<file path="src/rtl/phy_tx_sched_pkg.sv">
`default_nettype none
// ============================================================================
//  Module      : phy_tx_sched_pkg
//  Description : Shared constants and encodings for the TX byte-slot scheduler.
//  Revision    : 1.0 - initial release
// ============================================================================
package phy_tx_sched_pkg;

  localparam logic [7:0] K28_5_COM = 8'hBC;
  localparam int         SLOT_BITS = 8;
  localparam int         PHASE_W   = 3;

  localparam logic [PHASE_W-1:0] PHASE_FIRST = '0;
  localparam logic [PHASE_W-1:0] PHASE_LAST  = PHASE_W'(SLOT_BITS - 1);

  typedef enum logic [0:0] {
    SYNC   = 1'b0,
    ACTIVE = 1'b1
  } lane_state_t;

  typedef enum logic [0:0] {
    GRANT_A = 1'b0,
    GRANT_B = 1'b1
  } grant_t;

endpackage : phy_tx_sched_pkg
`default_nettype wire

</file>
<file path="src/rtl/phy_tx_rr_arb2.sv">
`default_nettype none
// ============================================================================
//  Module      : phy_tx_rr_arb2
//  Description : Two-requester round-robin arbiter; grants only while en is high.
//  Revision    : 1.0 - initial release
// ============================================================================
module phy_tx_rr_arb2
  import phy_tx_sched_pkg::*;
(
  input  logic   clk_32f,
  input  logic   reset,
  input  logic   en,
  input  logic   req_a,
  input  logic   req_b,
  output logic   gnt_a,
  output logic   gnt_b,
  output grant_t winner
);

  grant_t r_last_grant;
  logic   w_pick_a;

  // A wins when alone, or on a tie when B was served last.
  always_comb begin
    w_pick_a = req_a & (~req_b | (r_last_grant == GRANT_B));
    gnt_a    = en & w_pick_a;
    gnt_b    = en & req_b & ~w_pick_a;
    winner   = w_pick_a ? GRANT_A : GRANT_B;
  end

  always_ff @(posedge clk_32f) begin
    if (reset) begin
      r_last_grant <= GRANT_B;
    end else if (gnt_a | gnt_b) begin
      r_last_grant <= winner;
    end
  end

endmodule : phy_tx_rr_arb2
`default_nettype wire

</file>
<file path="src/rtl/phy_tx_sched.sv">
`default_nettype none
// ============================================================================
//  Module      : phy_tx_sched
//  Description : Byte-slot scheduler feeding the TX serializer; COM sync then RR.
//  Revision    : 1.0 - initial release
// ============================================================================
module phy_tx_sched
  import phy_tx_sched_pkg::*;
#(
  parameter int SYNC_BYTES = 4,
  parameter int CNT_W      = 16
) (
  input  logic             clk_32f,
  input  logic             reset,
  input  logic [7:0]       data_a,
  input  logic             valid_a,
  output logic             ready_a,
  input  logic [7:0]       data_b,
  input  logic             valid_b,
  output logic             ready_b,
  input  logic             resync,
  output logic [7:0]       ser_data,
  output logic             ser_valid,
  output logic             slot_start,
  output logic             lane_active,
  output logic [CNT_W-1:0] bytes_sent
);

  localparam logic [3:0] SYNC_LAST = 4'(SYNC_BYTES - 1);

  logic [PHASE_W-1:0] r_phase;
  lane_state_t        r_state;
  logic [3:0]         r_sync_cnt;
  logic               r_resync_pend;
  logic [7:0]         r_ser_data;
  logic               r_ser_valid;
  logic [CNT_W-1:0]   r_bytes_sent;

  lane_state_t        w_state_nxt;
  logic [3:0]         w_sync_cnt_nxt;
  logic               w_resync_pend_nxt;
  logic [7:0]         w_ser_data_nxt;
  logic               w_ser_valid_nxt;
  logic [CNT_W-1:0]   w_bytes_sent_nxt;

  logic               w_boundary;
  logic               w_resync_now;
  logic               w_sync_done;
  logic               w_grant_ok;
  logic               w_gnt_a;
  logic               w_gnt_b;
  logic               w_granted;
  grant_t             w_winner;
  logic [7:0]         w_grant_data;

  always_comb begin
    w_boundary   = (r_phase == PHASE_LAST);
    w_resync_now = r_resync_pend | resync;
    w_sync_done  = (r_state == SYNC) && (r_sync_cnt == SYNC_LAST);
    // Gating with reset keeps both ready lines low while reset is held.
    w_grant_ok   = w_boundary & ((r_state == ACTIVE) | w_sync_done)
                   & ~w_resync_now & ~reset;
  end

  phy_tx_rr_arb2 u_arb (
    .clk_32f (clk_32f),
    .reset   (reset),
    .en      (w_grant_ok),
    .req_a   (valid_a),
    .req_b   (valid_b),
    .gnt_a   (w_gnt_a),
    .gnt_b   (w_gnt_b),
    .winner  (w_winner)
  );

  assign w_granted    = w_gnt_a | w_gnt_b;
  assign w_grant_data = (w_winner == GRANT_A) ? data_a : data_b;

  always_comb begin
    w_state_nxt       = r_state;
    w_sync_cnt_nxt    = r_sync_cnt;
    w_resync_pend_nxt = r_resync_pend | resync;
    w_ser_data_nxt    = r_ser_data;
    w_ser_valid_nxt   = r_ser_valid;
    w_bytes_sent_nxt  = r_bytes_sent;

    if (w_boundary) begin
      w_resync_pend_nxt = 1'b0;
      if (w_resync_now) begin
        w_state_nxt     = SYNC;
        w_sync_cnt_nxt  = '0;
        w_ser_valid_nxt = 1'b0;
        w_ser_data_nxt  = K28_5_COM;
      end else begin
        if (r_state == SYNC) begin
          if (w_sync_done) begin
            w_state_nxt    = ACTIVE;
            w_sync_cnt_nxt = '0;
          end else begin
            w_sync_cnt_nxt = r_sync_cnt + 4'd1;
          end
        end
        if (w_granted) begin
          w_ser_data_nxt   = w_grant_data;
          w_ser_valid_nxt  = 1'b1;
          w_bytes_sent_nxt = r_bytes_sent + CNT_W'(1);
        end else begin
          w_ser_data_nxt   = K28_5_COM;
          w_ser_valid_nxt  = 1'b0;
        end
      end
    end
  end

  always_ff @(posedge clk_32f) begin
    if (reset) begin
      r_phase       <= PHASE_FIRST;
      r_state       <= SYNC;
      r_sync_cnt    <= '0;
      r_resync_pend <= 1'b0;
      r_ser_data    <= K28_5_COM;
      r_ser_valid   <= 1'b0;
      r_bytes_sent  <= '0;
    end else begin
      r_phase       <= r_phase + PHASE_W'(1);
      r_state       <= w_state_nxt;
      r_sync_cnt    <= w_sync_cnt_nxt;
      r_resync_pend <= w_resync_pend_nxt;
      r_ser_data    <= w_ser_data_nxt;
      r_ser_valid   <= w_ser_valid_nxt;
      r_bytes_sent  <= w_bytes_sent_nxt;
    end
  end

  assign ready_a     = w_gnt_a;
  assign ready_b     = w_gnt_b;
  assign ser_data    = r_ser_data;
  assign ser_valid   = r_ser_valid;
  assign slot_start  = (r_phase == PHASE_FIRST);
  assign lane_active = (r_state == ACTIVE);
  assign bytes_sent  = r_bytes_sent;

endmodule : phy_tx_sched
`default_nettype wire

</file>
<file path="config.mk">
export PLATFORM = sky130hd
export DESIGN_NAME = phy_tx_sched
export DESIGN_NICKNAME = d
export VERILOG_FILES = /design/src/rtl/phy_tx_sched_pkg.sv /design/src/rtl/phy_tx_rr_arb2.sv /design/src/rtl/phy_tx_sched.sv
export SDC_FILE = /design/constraint.sdc
export NUM_CORES = 1
export LEC_CHECK = 0
export CAP_MARGIN = 20
export CORE_ASPECT_RATIO = 2
export CORE_MARGIN = 2
export CORE_UTILIZATION = 50
export CTS_CLUSTER_DIAMETER = 120
export DETAILED_ROUTE_END_ITERATION = 16
export PLACE_DENSITY = 0.87
export SYNTH_ARGS = -nofsm -noshare
export SYNTH_HDL_FRONTEND = slang
export SYNTH_SLANG_ARGS = --single-unit
</file>
<file path="constraint.sdc">
create_clock -name clk_32f -period 3.3 [get_ports clk_32f]
set_clock_uncertainty 0.2 [all_clocks]
set_input_delay 0.33 -clock clk_32f [delete_from_list [all_inputs] [get_ports clk_32f]]
set_output_delay 0.33 -clock clk_32f [all_outputs]
set_load 0.05 [all_outputs]
</file>
Yosys cells after proc, flatten, opt, wreduce, memory -nomap -nowiden
Cells that the tools add are included.
- add/sub/neg operators: 3
- equal/unequal tests: 3
- multiplexer cells: 12
- bitwise logic cells: 16
- reductions and logical operators: 5
- operators with widths (kind ; count):
    8-bit two-way mux ; 3
    16-bit by 1-bit adder with 16-bit output, second input constant ; 1
    4-bit two-way mux ; 3
    1-bit AND ; 7
    1-bit two-way mux ; 6
    1-bit inverter ; 5
    4-bit by 1-bit adder with 4-bit output, second input constant ; 1
    4-bit by 2-bit == test with 1-bit output, second input constant ; 1
    1-bit bitwise OR ; 4
    3-bit by 1-bit adder with 3-bit output, second input constant ; 1
    3-bit == test, second input constant ; 1
    3-bit zero test ; 1
    3-bit AND reduction ; 1
    2-bit by 1-bit != test with 1-bit output, second input constant ; 1
    2-bit AND reduction ; 1
    2-bit OR reduction ; 1
    1-bit logical AND ; 1
- register bits after elaboration: 35
- input port bits: 21
- output and inout port bits: 29
- word-level logic and storage cells: 47

Logic depth before layout (Yosys ltp)
- depth in word-level cells: 11
- gate-level depth with buffers: 8
- depth with buffers taken out: 6

Cells and area by module
From an unflattened synthesis, not the netlist that was laid out.
- cell total of the unflattened synthesis: 176
- area, all modules: 1577.8 µm²
- modules (own cells, without submodules) (module ; instances ; cells an instance ; area each (µm²) ; seq. area each (µm²)):
    phy_tx_sched ; 1 ; 167 ; 1507.7 ; 680.7
    phy_tx_rr_arb2 ; 1 ; 9 ; 70.1 ; 20.0

Least setup slack after synthesis
OpenSTA, ideal clock, no wires.
- path type: register to output
- start: register r_phase[0]
- end: output port ready_a
- data arrival time: 1.871 ns
- data required time: 2.770 ns
- path slack: 0.899 ns
- stages on the path, launching flop included: 6
- path buffers: 0
- cells stage by stage: dfxtp_1 -> ha_1 -> ha_1 -> or4b_1 -> a21oi_1 -> and3_1
- cells in the longest elaborated chain, start to end: 5
- ends and longest elaborated chain (item ; RTL line ; RTL):
    start: declaration ; phy_tx_sched.sv:31 ; logic [PHASE_W-1:0] r_phase;
    start signal: assignment ; phy_tx_sched.sv:125 ; r_phase <= r_phase + PHASE_W'(1);
    3-bit == test ; phy_tx_sched.sv:57 ; w_boundary = (r_phase == PHASE_LAST);
    1-bit AND ; phy_tx_sched.sv:61 ; w_grant_ok = w_boundary & ((r_state == ACTIVE) | w_sync_done)
    1-bit AND (2 in a row) ; phy_tx_sched.sv:62 ; & ~w_resync_now & ~reset;
    1-bit AND ; phy_tx_rr_arb2.sv:26 ; gnt_a = en & w_pick_a;
    end: declaration ; phy_tx_sched.sv:17 ; output logic ready_a,
Every way passes these cells.

Final worst setup path
- start: register r_phase[0]
- end: output port ready_b
- cells in the longest elaborated chain, start to end: 6
- ends and longest elaborated chain (item ; RTL line ; RTL):
    3-bit == test ; phy_tx_sched.sv:57 ;
    1-bit AND ; phy_tx_sched.sv:61 ;
    1-bit AND (2 in a row) ; phy_tx_sched.sv:62 ;
    1-bit AND (2 in a row) ; phy_tx_rr_arb2.sv:27 ; gnt_b = en & req_b & ~w_pick_a;
    end: declaration ; phy_tx_sched.sv:20 ; output logic ready_b,
Every way passes these cells.

==> impl_metrics.env <==
export IMPL_ys_types=41
export IMPL_ys_flop_type="dfxtp_1"
export IMPL_cts_tree="built"
export IMPL_p_int_mw=0.706
export IMPL_first_global_vias=1655
export IMPL_wl_met1_mm=1.41
export IMPL_diodes=0
export IMPL_p_leak_nw=0.849
export IMPL_seq_power_share=0.477
export IMPL_insertion_delay_ps=290
export IMPL_max_cap_viol_count=0
export IMPL_synth_edff_count=0
export IMPL_yosysSeqAreaShare=0.426
export IMPL_hold_path_class="flip-flop to flip-flop"
export IMPL_critPathLaunchType="flip-flop"
export IMPL_criticalPathCategory="flip-flop to output pin"
export IMPL_num_vias=1598
export IMPL_drive_above_1_share=0.0769
export IMPL_status="finished clean"
export IMPL_postCtsSetupBuffers=0
export IMPL_drc=0
export IMPL_crit_path_end="ready_b"
export IMPL_cts_root_buf="clkbuf_8"
export IMPL_overflow=0
export IMPL_swShare=0.215
export IMPL_drt_initial_drc_count=35
export IMPL_pwr_share_clk=0.448
export IMPL_worstMarginPinSlew_ps=1050
export IMPL_combinationalPowerShare=0.074
export IMPL_fin_nets=259
export IMPL_rsz0062_at_grt="false"
export IMPL_cts_made_buffers=5
export IMPL_antenna_found_initial=0
export IMPL_die_width_um=44.5
export IMPL_gp_congestion=0.879
export IMPL_synth_area_per_cell_sq_um=8.94
export IMPL_htreeDepth=2
export IMPL_dpl_cell_area_sq_um=2160
export IMPL_slew_violations=0
export IMPL_drt_pre_antenna_iters=4
export IMPL_max_slew_margin=0.297
export IMPL_fmax_ghz=0.355
export IMPL_row_count=29
export IMPL_startpoint="r_phase[0]$_SDFF_PP0_"
export IMPL_top_layer="met4"
export IMPL_grt_pass1_wl_mm=7.04
export IMPL_grt_max_degree=32
export IMPL_synth_cell_area_sq_um=1640
export IMPL_route_met2_wl_mm=2.28
export IMPL_ys_top_cells_by_area="dfxtp_1 43%, a21oi_1 6.7%, mux2i_1 5.5%"
export IMPL_wl_met3_um=218
export IMPL_antenna_left=0
export IMPL_coreArea_sq_um=3160
export IMPL_power_density_nw_per_um2=395
export IMPL_cts_resized=0
export IMPL_hold_violations=0
export IMPL_synth_yosys_warnings=0
export IMPL_grt_usage=0.250
export IMPL_reg2reg_to="bytes_sent[8]$_SDFFE_PP0P_"
export IMPL_switchingPower_mw=0.193
export IMPL_synth_top_cell_area_share=0.426
export IMPL_ir_drop_v=0.000473
export IMPL_crit_required_ps=2770
export IMPL_synth_area_leader_cell="dfxtp_1"
export IMPL_crit_arrival_ps=2280
export IMPL_io_buffers=49
export IMPL_chipHeight_um=85.1
export IMPL_clockBufferDepth=2
export IMPL_finalWorstPathRequiredPeriod_ps=2810
export IMPL_initial_core_util=0.521
export IMPL_yosys_top_cells_count="35 x dfxtp_1, 22 x a21oi_1, 18 x nand2_1"
export IMPL_tns_ps=0
export IMPL_die_area_sq_um=3790
export IMPL_ios=50
export IMPL_r2r_cells=6
export IMPL_critPathMaxFanout=9
export IMPL_area_delta_synth_final_pct=38.6
export IMPL_syn_nets=210
export IMPL_clk_pin_slew_ps=70
export IMPL_dp_hpwl_mm=3.05
export IMPL_design_area_sq_um=2280
export IMPL_setup_viol=0
export IMPL_cts_hold_buf=0
export IMPL_ys_ff_latch=35
export IMPL_endpoint_kind="output pin"
export IMPL_viasPerCell=6.03
export IMPL_synthCells=184
export IMPL_finalWirelength_mm=4.06
export IMPL_worstReg2RegStart="r_phase[0]$_SDFF_PP0_"
export IMPL_wl_per_cell_um=15.3
export IMPL_r2r_slack_ps=640
export IMPL_synthArstFlopShare=0
export IMPL_fin_crit_sh=0.853
export IMPL_synth_most_common_cell="dfxtp_1"
export IMPL_cts_sinks=35
-- power by group through the flow --
stage,Combinational (mW),Clock (mW),Sequential [mW]
final,0.0667,0.403,0.429
after global routing,0.0725,0.426,0.429
after CTS,0.0672,0.407,0.429
after detailed placement,0.0663,0,0.439
after global placement,0.0649,0,0.438
after floorplan,0.0316,0,0.438
-- final cells by class --
type | instances | area [sq um]
repair buffers | 50 | 518
clock buffers | 6 | 82.6
well taps | 31 | 38.8
fillers | 228 | 878
clock inverters | 2 | 35.0
flip-flops and latches | 35 | 701
inverters | 6 | 22.5
multi-input cells | 135 | 881
-- state kept, by name, indices dropped and copies added, names as in the netlist --
name                count
bytes_sent             16
ser_data                8
r_sync_cnt              4
r_phase                 3
lane_active             1
r_resync_pend           1
ser_valid               1
u_arb.r_last_grant      1
-- cell usage in the layout (no fill, tap or decap), types with 6 or more instances in the layout --
cell,synthesis,routed
clkdlybuf4s50_1,0,47
dfxtp_1,35,35
a21oi_1,22,22
nand2_1,18,18
nor2_1,11,11
o21ai_0,10,10
mux2i_1,9,9
or4_1,8,8
o31ai_1,8,8
inv_1,6,6
clkbuf_8,0,6
-- per-stage QoR --
step           worst slack, ps  hold slack, ps  utilization  cells  power [mW]
6_report                   486             262        0.722    265       0.899
5_1_grt                    333             267        0.722    265       0.928
4_1_cts                    472             258        0.722    265       0.903
3_5_place_dp               520             247        0.685    257       0.505
3_3_place_gp               616             230        0.685    257       0.503
2_1_floorplan              899             217            -    184       0.470
-- kinds of logic (layout without fill, tap and decap cells) --
family / count (synthesis) / after routing / synth area share
and+or+nand+nor: 71 / 71 / 0.256
AOI/OAI and AO/OA: 49 / 49 / 0.182
DFF: 35 / 35 / 0.426
xor gates and xnor gates: 1 / 1 / 0.00533
adders and majority gates: 5 / 5 / 0.0381
buffers and inverters: 14 / 64 / 0.0381
muxes: 9 / 9 / 0.0548
-- routing by layer --
metal,up-vias,track usage
met4,0,0.143
met3,15,0.0723
met5,-,0
met1,742,0.247
li1,778,-
met2,63,0.435
-- how the worst min path moves through the flow --
stage | slack, ps | from | endpoint | cells after the start
6_report | 260 | ser_valid$_SDFFE_PP0N_ | ser_valid$_SDFFE_PP0N_ | 2
3_3_place_gp | 230 | r_phase[0]$_SDFF_PP0_ | r_phase[0]$_SDFF_PP0_ | 1
3_5_place_dp | 250 | ser_valid$_SDFFE_PP0N_ | ser_valid$_SDFFE_PP0N_ | 2
2_1_floorplan | 220 | r_phase[0]$_SDFF_PP0_ | r_phase[0]$_SDFF_PP0_ | 1
4_1_cts | 260 | ser_valid$_SDFFE_PP0N_ | ser_valid$_SDFFE_PP0N_ | 2
5_1_grt | 270 | ser_valid$_SDFFE_PP0N_ | ser_valid$_SDFFE_PP0N_ | 2
-- worst max-delay path, cell delays in order, from the launching register on --
cell	delay, ps
dfxtp_1	370
ha_1	170
ha_1	310
or4b_1	490
a21oi_1	260
and3_1	260
buf_12	150
No activity file was read; power rests on OpenSTA's default activity.
